`src/rtl/data_ram_pkg.sv`:
```
// rtl/data_ram_pkg.sv - shared encodings and lane helpers for the data RAM controller
package data_ram_pkg;

    localparam logic [1:0] SZ_BYTE = 2'b00;
    localparam logic [1:0] SZ_HALF = 2'b01;
    localparam logic [1:0] SZ_WORD = 2'b10;
    localparam logic [1:0] SZ_RSVD = 2'b11;

    localparam logic [1:0] S_IDLE = 2'd0;
    localparam logic [1:0] S_WAIT = 2'd1;
    localparam logic [1:0] S_RESP = 2'd2;

    // Byte lanes touched by an access of the given size at the given offset
    function automatic logic [3:0] lane_mask(input logic [1:0] size, input logic [1:0] off);
        case (size)
            SZ_BYTE: lane_mask = 4'b0001 << off;
            SZ_HALF: lane_mask = off[1] ? 4'b1100 : 4'b0011;
            SZ_WORD: lane_mask = 4'b1111;
            default: lane_mask = 4'b0000;
        endcase
    endfunction

    // Reserved size or an offset not aligned to the access size
    function automatic logic misaligned(input logic [1:0] size, input logic [1:0] off);
        misaligned = (size == SZ_RSVD)
                   || (size == SZ_HALF && off[0])
                   || (size == SZ_WORD && off != 2'b00);
    endfunction

endpackage

```
`src/rtl/data_ram_lane_fmt.sv`:
```
// rtl/data_ram_lane_fmt.sv - picks the addressed byte/half from a word and extends it
module data_ram_lane_fmt
    import data_ram_pkg::*;
(
    input  logic [31:0] word_i,
    input  logic [1:0]  size_i,
    input  logic [1:0]  off_i,
    input  logic        unsigned_i,
    output logic [31:0] data_o
);

    logic [7:0]  byte_v;
    logic [15:0] half_v;

    assign byte_v = word_i[{off_i, 3'b000} +: 8];
    assign half_v = off_i[1] ? word_i[31:16] : word_i[15:0];

    // Extension bit is the loaded value's MSB unless a zero-extending load
    always_comb begin
        data_o = '0;
        case (size_i)
            SZ_BYTE: data_o = {{24{~unsigned_i & byte_v[7]}}, byte_v};
            SZ_HALF: data_o = {{16{~unsigned_i & half_v[15]}}, half_v};
            SZ_WORD: data_o = word_i;
            default: data_o = '0;
        endcase
    end

endmodule

```
`src/rtl/data_ram_ctrl.sv`:
```
// rtl/data_ram_ctrl.sv - byte-addressed data RAM with req/ready accept and latency-timed valid
module data_ram_ctrl
    import data_ram_pkg::*;
#(
    parameter int n   = 7,
    parameter int m   = 32,
    parameter int LAT = 1
) (
    input  logic         clk_i,
    input  logic         reset_i,
    input  logic         req_i,
    input  logic         we_i,
    input  logic [1:0]   size_i,
    input  logic         unsigned_i,
    input  logic [n-1:0] addr_i,
    input  logic [m-1:0] data_in_i,
    output logic         ready_o,
    output logic         valid_o,
    output logic [m-1:0] data_out_o,
    output logic         addr_err_o
);

    localparam int DEPTH = 2 ** (n - 2);
    // Remaining WAIT cycles after entry; only meaningful when LAT > 1
    localparam logic [1:0] WAIT_INIT = 2'((LAT > 1) ? LAT - 2 : 0);

    if (m != 32) begin : g_bad_width
        $error("data_ram_ctrl: m must be 32");
    end
    if (LAT < 1 || LAT > 4) begin : g_bad_lat
        $error("data_ram_ctrl: LAT must be 1..4");
    end

    logic [31:0] mem_q [DEPTH];

    logic [1:0]  state_q, state_d;
    logic [1:0]  cnt_q, cnt_d;
    logic [31:0] snap_q, snap_d;
    logic [1:0]  snap_size_q, snap_size_d;
    logic [1:0]  snap_off_q, snap_off_d;
    logic        snap_uns_q, snap_uns_d;
    logic [31:0] data_out_q, data_out_d;
    logic        addr_err_q, addr_err_d;

    logic [n-3:0] word_idx;
    logic [1:0]   byte_off;
    logic         req_err;
    logic         accept;
    logic         do_write;
    logic [3:0]   wr_mask;
    logic [31:0]  wr_data;
    logic [31:0]  fmt_word;
    logic [1:0]   fmt_size;
    logic [1:0]   fmt_off;
    logic         fmt_uns;
    logic [31:0]  fmt_data;

    assign word_idx = addr_i[n-1:2];
    assign byte_off = addr_i[1:0];
    assign req_err  = misaligned(size_i, byte_off);
    assign accept   = (state_q == S_IDLE) && req_i;
    assign do_write = accept && we_i && !req_err;
    assign wr_mask  = lane_mask(size_i, byte_off);

    // Narrow store data is replicated so every lane sees its own copy; the mask picks
    always_comb begin
        wr_data = data_in_i;
        case (size_i)
            SZ_BYTE: wr_data = {4{data_in_i[7:0]}};
            SZ_HALF: wr_data = {2{data_in_i[15:0]}};
            default: wr_data = data_in_i;
        endcase
    end

    // LAT=1 loads format the live array word; longer latencies format the snapshot
    always_comb begin
        fmt_word = snap_q;
        fmt_size = snap_size_q;
        fmt_off  = snap_off_q;
        fmt_uns  = snap_uns_q;
        if (state_q == S_IDLE) begin
            fmt_word = mem_q[word_idx];
            fmt_size = size_i;
            fmt_off  = byte_off;
            fmt_uns  = unsigned_i;
        end
    end

    data_ram_lane_fmt u_lane_fmt (
        .word_i     (fmt_word),
        .size_i     (fmt_size),
        .off_i      (fmt_off),
        .unsigned_i (fmt_uns),
        .data_o     (fmt_data)
    );

    // Next-state and response data; outputs default to zero outside the RESP cycle
    always_comb begin
        state_d     = state_q;
        cnt_d       = cnt_q;
        snap_d      = snap_q;
        snap_size_d = snap_size_q;
        snap_off_d  = snap_off_q;
        snap_uns_d  = snap_uns_q;
        data_out_d  = '0;
        addr_err_d  = 1'b0;
        case (state_q)
            S_IDLE: begin
                if (req_i) begin
                    if (req_err) begin
                        state_d    = S_RESP;
                        addr_err_d = 1'b1;
                    end else if (we_i) begin
                        state_d = S_RESP;
                    end else if (LAT == 1) begin
                        state_d    = S_RESP;
                        data_out_d = fmt_data;
                    end else begin
                        state_d     = S_WAIT;
                        cnt_d       = WAIT_INIT;
                        snap_d      = mem_q[word_idx];
                        snap_size_d = size_i;
                        snap_off_d  = byte_off;
                        snap_uns_d  = unsigned_i;
                    end
                end
            end
            S_WAIT: begin
                if (cnt_q == 2'd0) begin
                    state_d    = S_RESP;
                    data_out_d = fmt_data;
                end else begin
                    cnt_d = cnt_q - 2'd1;
                end
            end
            S_RESP:  state_d = S_IDLE;
            default: state_d = S_IDLE;
        endcase
    end

    // Control and response registers; reset drops any in-flight request
    always_ff @(posedge clk_i or posedge reset_i) begin
        if (reset_i) begin
            state_q     <= S_IDLE;
            cnt_q       <= '0;
            snap_q      <= '0;
            snap_size_q <= '0;
            snap_off_q  <= '0;
            snap_uns_q  <= 1'b0;
            data_out_q  <= '0;
            addr_err_q  <= 1'b0;
        end else begin
            state_q     <= state_d;
            cnt_q       <= cnt_d;
            snap_q      <= snap_d;
            snap_size_q <= snap_size_d;
            snap_off_q  <= snap_off_d;
            snap_uns_q  <= snap_uns_d;
            data_out_q  <= data_out_d;
            addr_err_q  <= addr_err_d;
        end
    end

    // Array: cleared on reset, lane-masked store at the accept edge
    always_ff @(posedge clk_i or posedge reset_i) begin
        if (reset_i) begin
            for (int i = 0; i < DEPTH; i++) begin
                mem_q[i] <= '0;
            end
        end else if (do_write) begin
            for (int b = 0; b < 4; b++) begin
                if (wr_mask[b]) begin
                    mem_q[word_idx][8*b +: 8] <= wr_data[8*b +: 8];
                end
            end
        end
    end

    assign ready_o    = (state_q == S_IDLE);
    assign valid_o    = (state_q == S_RESP);
    assign data_out_o = data_out_q;
    assign addr_err_o = addr_err_q;

endmodule

```
`config.mk`:
```
export PLATFORM = sky130hd
export DESIGN_NAME = data_ram_ctrl
export DESIGN_NICKNAME = d
export VERILOG_FILES = /design/src/rtl/data_ram_pkg.sv /design/src/rtl/data_ram_lane_fmt.sv /design/src/rtl/data_ram_ctrl.sv
export SDC_FILE = /design/constraint.sdc
export NUM_CORES = 2
export LEC_CHECK = 0
export ABC_AREA = 1
export BUFFER_PORTS_ARGS = -buffer_cell sky130_fd_sc_hd__buf_2
export CORE_ASPECT_RATIO = 1.4
export CORE_MARGIN = 1
export CORE_UTILIZATION = 60
export CTS_CLUSTER_SIZE = 40
export DETAILED_ROUTE_END_ITERATION = 12
export PLACE_DENSITY = 0.77
export SLEW_MARGIN = 20
export SYNTH_ARGS = -nofsm -noshare
export SYNTH_HDL_FRONTEND = slang
export SYNTH_SLANG_ARGS = --single-unit
```
`constraint.sdc`:
```
create_clock -name clk_i -period 33.1 [get_ports clk_i]
set_clock_uncertainty 0.2 [all_clocks]
set_input_delay 0 -clock clk_i [delete_from_list [all_inputs] [get_ports clk_i]]
set_output_delay 0 -clock clk_i [all_outputs]
set_load 0.01 [all_outputs]
```
==> results.yml <==
detailed_routing:
  ant_nets: 0
  post-route-drc-count: 0
  routed.top_layer: "met5"
  wirelength_mm: 143
  m1WireLength_mm: 55.2
  wl_met3_mm: 13.2
  detailedRoute.firstPassIterationCount: 6
  via_density_per_instance: 6.16
  initialDrtViolationCount: 4595
  drt-wirelength-per-cell_um: 22.3
  vias: 39600
  wl_met2_mm: 65.1
synthesis:
  synthesis.instances: 5455
  post_synth_top_flop: "dfrtp_1"
  most_area_consuming_cells_after_synthesis: "dfrtp_1, nand2_1, o21ai_0"
  post_synth.cell_area_avg_sq_um: 8.50
  synth-seq-cells: 1058
  synth_enable_flop_cells: 0
  synth.area.mux_share: 0
  synth_seq_area_share: 0.571
  ys.warnings.count: 0
  synth_top_family_by_area: "simple AND/OR/NAND/NOR gates"
  synth_compound_area_frac: 0.179
  async_reset_ff_frac: 1.00
  synth.lib_cells_used.distinct: 28
  mappedNetlistArea_sq_um: 46400
  synthXorXnorAreaFrac: 0
  synth_top_area_frac: 0.571
  synth_largest_area_cell: "dfrtp_1"
  basic_gate_share_of_the_synthesized_area_counting_and_or_nand_and_nor_cells: 0.209
  synthAdderAreaFrac: 0
  syn-num-nets: 5501
worst_hold_path:
  min-delay-path-class: "in -> reg"
  hold_path.startpoint: "addr_i[1]"
cells_and_area:
  area_growth_pct: 10.3
  final_common_cell: "nand2_1"
  layout_common_cells: "nand2_1, dfrtp_1, o21ai_0, a22oi_1, clkbuf_16"
  post_route_cells_drive_above_1_share: 0.0832
  nets: 5411
  filler_cell_count: 6120
  post-route-cell-area_sq_um: 51200
setup_path:
  worst-r2r-setup-slack_ps: 29490
  worst_setup_path_end_kind: "asynchronous set/reset pin"
  worstPathRequired_ps: 33560
  timing_worst_setup_path_type: "in -> async"
  timing.critical_path.cells: "dlygate4sd3_1 -> buf_2 -> dlygate4sd3_1 -> inv_8 -> buf_4 -> buf_4 -> buf_6 -> buf_4 -> buf_4"
  worst-path-max-fanout: 120
  cp_data_arrival_time_ps: 6370
  worstReg2RegEnd: "data_out_o[5]"
  crit_start: "reset_i"
  capture_point_of_the_worst_path: "mem_q[762]"
  critPathSlowestCell: "buf_4"
  cp_top_family: "buffers and inverters"
  r2r_cells: 10
  startpoint_type: "input port"
  critical_path.most_common_cell: "buf_4"
  critPathMaxStageDelay_ps: 900
  critical_path_cell_count: 9
  rr_startpoint: "state_q[1]"
  critical_path_buf_inv_count: 9
timing:
  final-hold-violation-count: 0
  tightestPinTransition_ps: 1320
  max_freq_ghz: 0.169
  slew_violations: 0
  rsz0062_at_grt: "false"
  fin_setup_tns_ps: 0
  min_period_over_period: 0.179
  maxSlewHeadroom: 0.118
  finalWorstPathRequiredPeriod_ps: 5910
  report.final.setup_viol: 0
  fin_worst_hold_slack_ps: 92.9
  fin_ws_ps: 27190
power_and_ir_drop:
  ir_drop_mv: 0.0408
  p_per_cell_area_nw_per_um2: 52.9
  leak_pwr_nw: 24.2
floorplan:
  dieWidth_um: 237
  core-area_sq_um: 76400
  std_cell_rows: 120
  io_pins: 81
  chipHeight_um: 331
  initial_utilization: 0.607
  fp.dieArea_sq_um: 78400
clock_network:
  htree_num_levels: 3
  clock_path_buffers: 3
  clk_pin_slew_worst_paths_ps: 60
  cts-buffers-inserted: 99
  cts_tree: "built"
  tritoncts_num_sinks: 1058
  post_cts_setup_driven_buffer_insertion_count: 0
  clkLatencyLatePin_ps: 680
  ctsRootBufferMaster: "clkbuf_16"
placement:
  pre_cts_ws_ps: 27220
  hpwlAfterDp_mm: 85.2
  place_congestion: 0.943
  dpl_cell_area_sq_um: 47200
  buffer_ports.inserted: 80
global_routing:
  grt_pass1_wl_mm: 222
  globalRouteOverflowTotal: 0
  antenna_violations_before_repair: 3
  grt_start_max_net_pins: 177
  first_global_vias: 37600
  grtUsageTotal: 0.371
run_status:
  outcome: "completed"
job:
  max_cap_viol_count: 0
==> power breakdown <==
part	switching (mW)	total [mW]	internal (mW)	leakage, nW
clock network	0.499	1.18	0.678	1.66
logic	0.141	0.182	0.0409	7.80
registers	0.0187	1.35	1.33	14.7
==> state kept, by name, indices dropped and copies added, names as in the netlist <==
name and flops:
addr_err_o 1, state_q 1, data_out_o 32, mem_q 1024
==> kinds of logic (layout without fill, tap and decap cells) <==
| logic type | count (synthesis) | after routing |
|---|---|---|
| and+or+nand+nor | 2465 | 2465 |
| DFF | 1058 | 1058 |
| AOI/OAI and AO/OA | 1469 | 1469 |
| buffers and inverters | 463 | 454 |
| other | 0 | 1 |
==> routing by layer <==
| layer | global-route usage | vias to the layer above |
|---|---|---|
| met5 | 0 | - |
| met4 | 0.238 | 2 |
| met3 | 0.0724 | 456 |
| met2 | 0.575 | 1966 |
| met1 | 0.483 | 19200 |
| li1 | - | 17900 |
==> final cells by class <==
cell class	instances	area (sq um)	share of cell area
Sequential cell	1058	26500	0.517
Inverter	71	282	0.00550
Antenna cell	1	2.50	0.0000489
Multi-Input combinational cell	3934	18300	0.358
Clock inverter	33	353	0.00690
Clock buffer	149	3030	0.0592
Timing Repair Buffer	201	1500	0.0293
Tap cell	976	1220	0.0239
==> cell usage after synthesis, types with 14 or more instances <==
| master | instances |
|---|---|
| inv_2 | 20 |
| o21ai_0 | 942 |
| o21ai_1 | 95 |
| buf_2 | 67 |
| buf_4 | 19 |
| nand2_1 | 2193 |
| a21oi_1 | 62 |
| nand4_1 | 49 |
| nand2_2 | 60 |
| dfrtp_1 | 1058 |
| nor2_1 | 99 |
| nand3_1 | 23 |
| inv_1 | 51 |
| buf_1 | 33 |
| clkbuf_1 | 272 |
| a22oi_1 | 358 |
| nor2_2 | 14 |
==> timing repair <==
| action | CTS | global route |
|---|---|---|
| endpoints found under the hold margin | 1174 | 0 |
| resized for setup | 0 | 0 |
| hold buffers | 53 | 0 |
==> worst min-delay path by stage <==
stage / to / slack, ps / cells past startpoint
2_1_floorplan: addr_err_o / -70 / 2
3_3_place_gp: mem_q[102] / 30 / 2
3_5_place_dp: mem_q[38] / 40 / 2
4_1_cts: data_out_o[0] / 50 / 4
5_1_grt: data_out_o[0] / 100 / 4
6_report: data_out_o[0] / 90 / 4
==> worst min-delay path, cell delays in order <==
cell and delay, ps:
dlygate4sd3_1 560, buf_2 210, nand2_1 90, a21oi_1 60
==> metrics by stage <==
stage,total power [mW],util,cells
after floorplan,1.48,-,5455
after global placement,1.54,0.618,6185
after detailed placement,1.54,0.618,6187
after CTS,2.71,0.669,6422
after global routing,2.78,0.669,6423
final,2.70,0.669,6423
(Power assumes the default switching activity.)
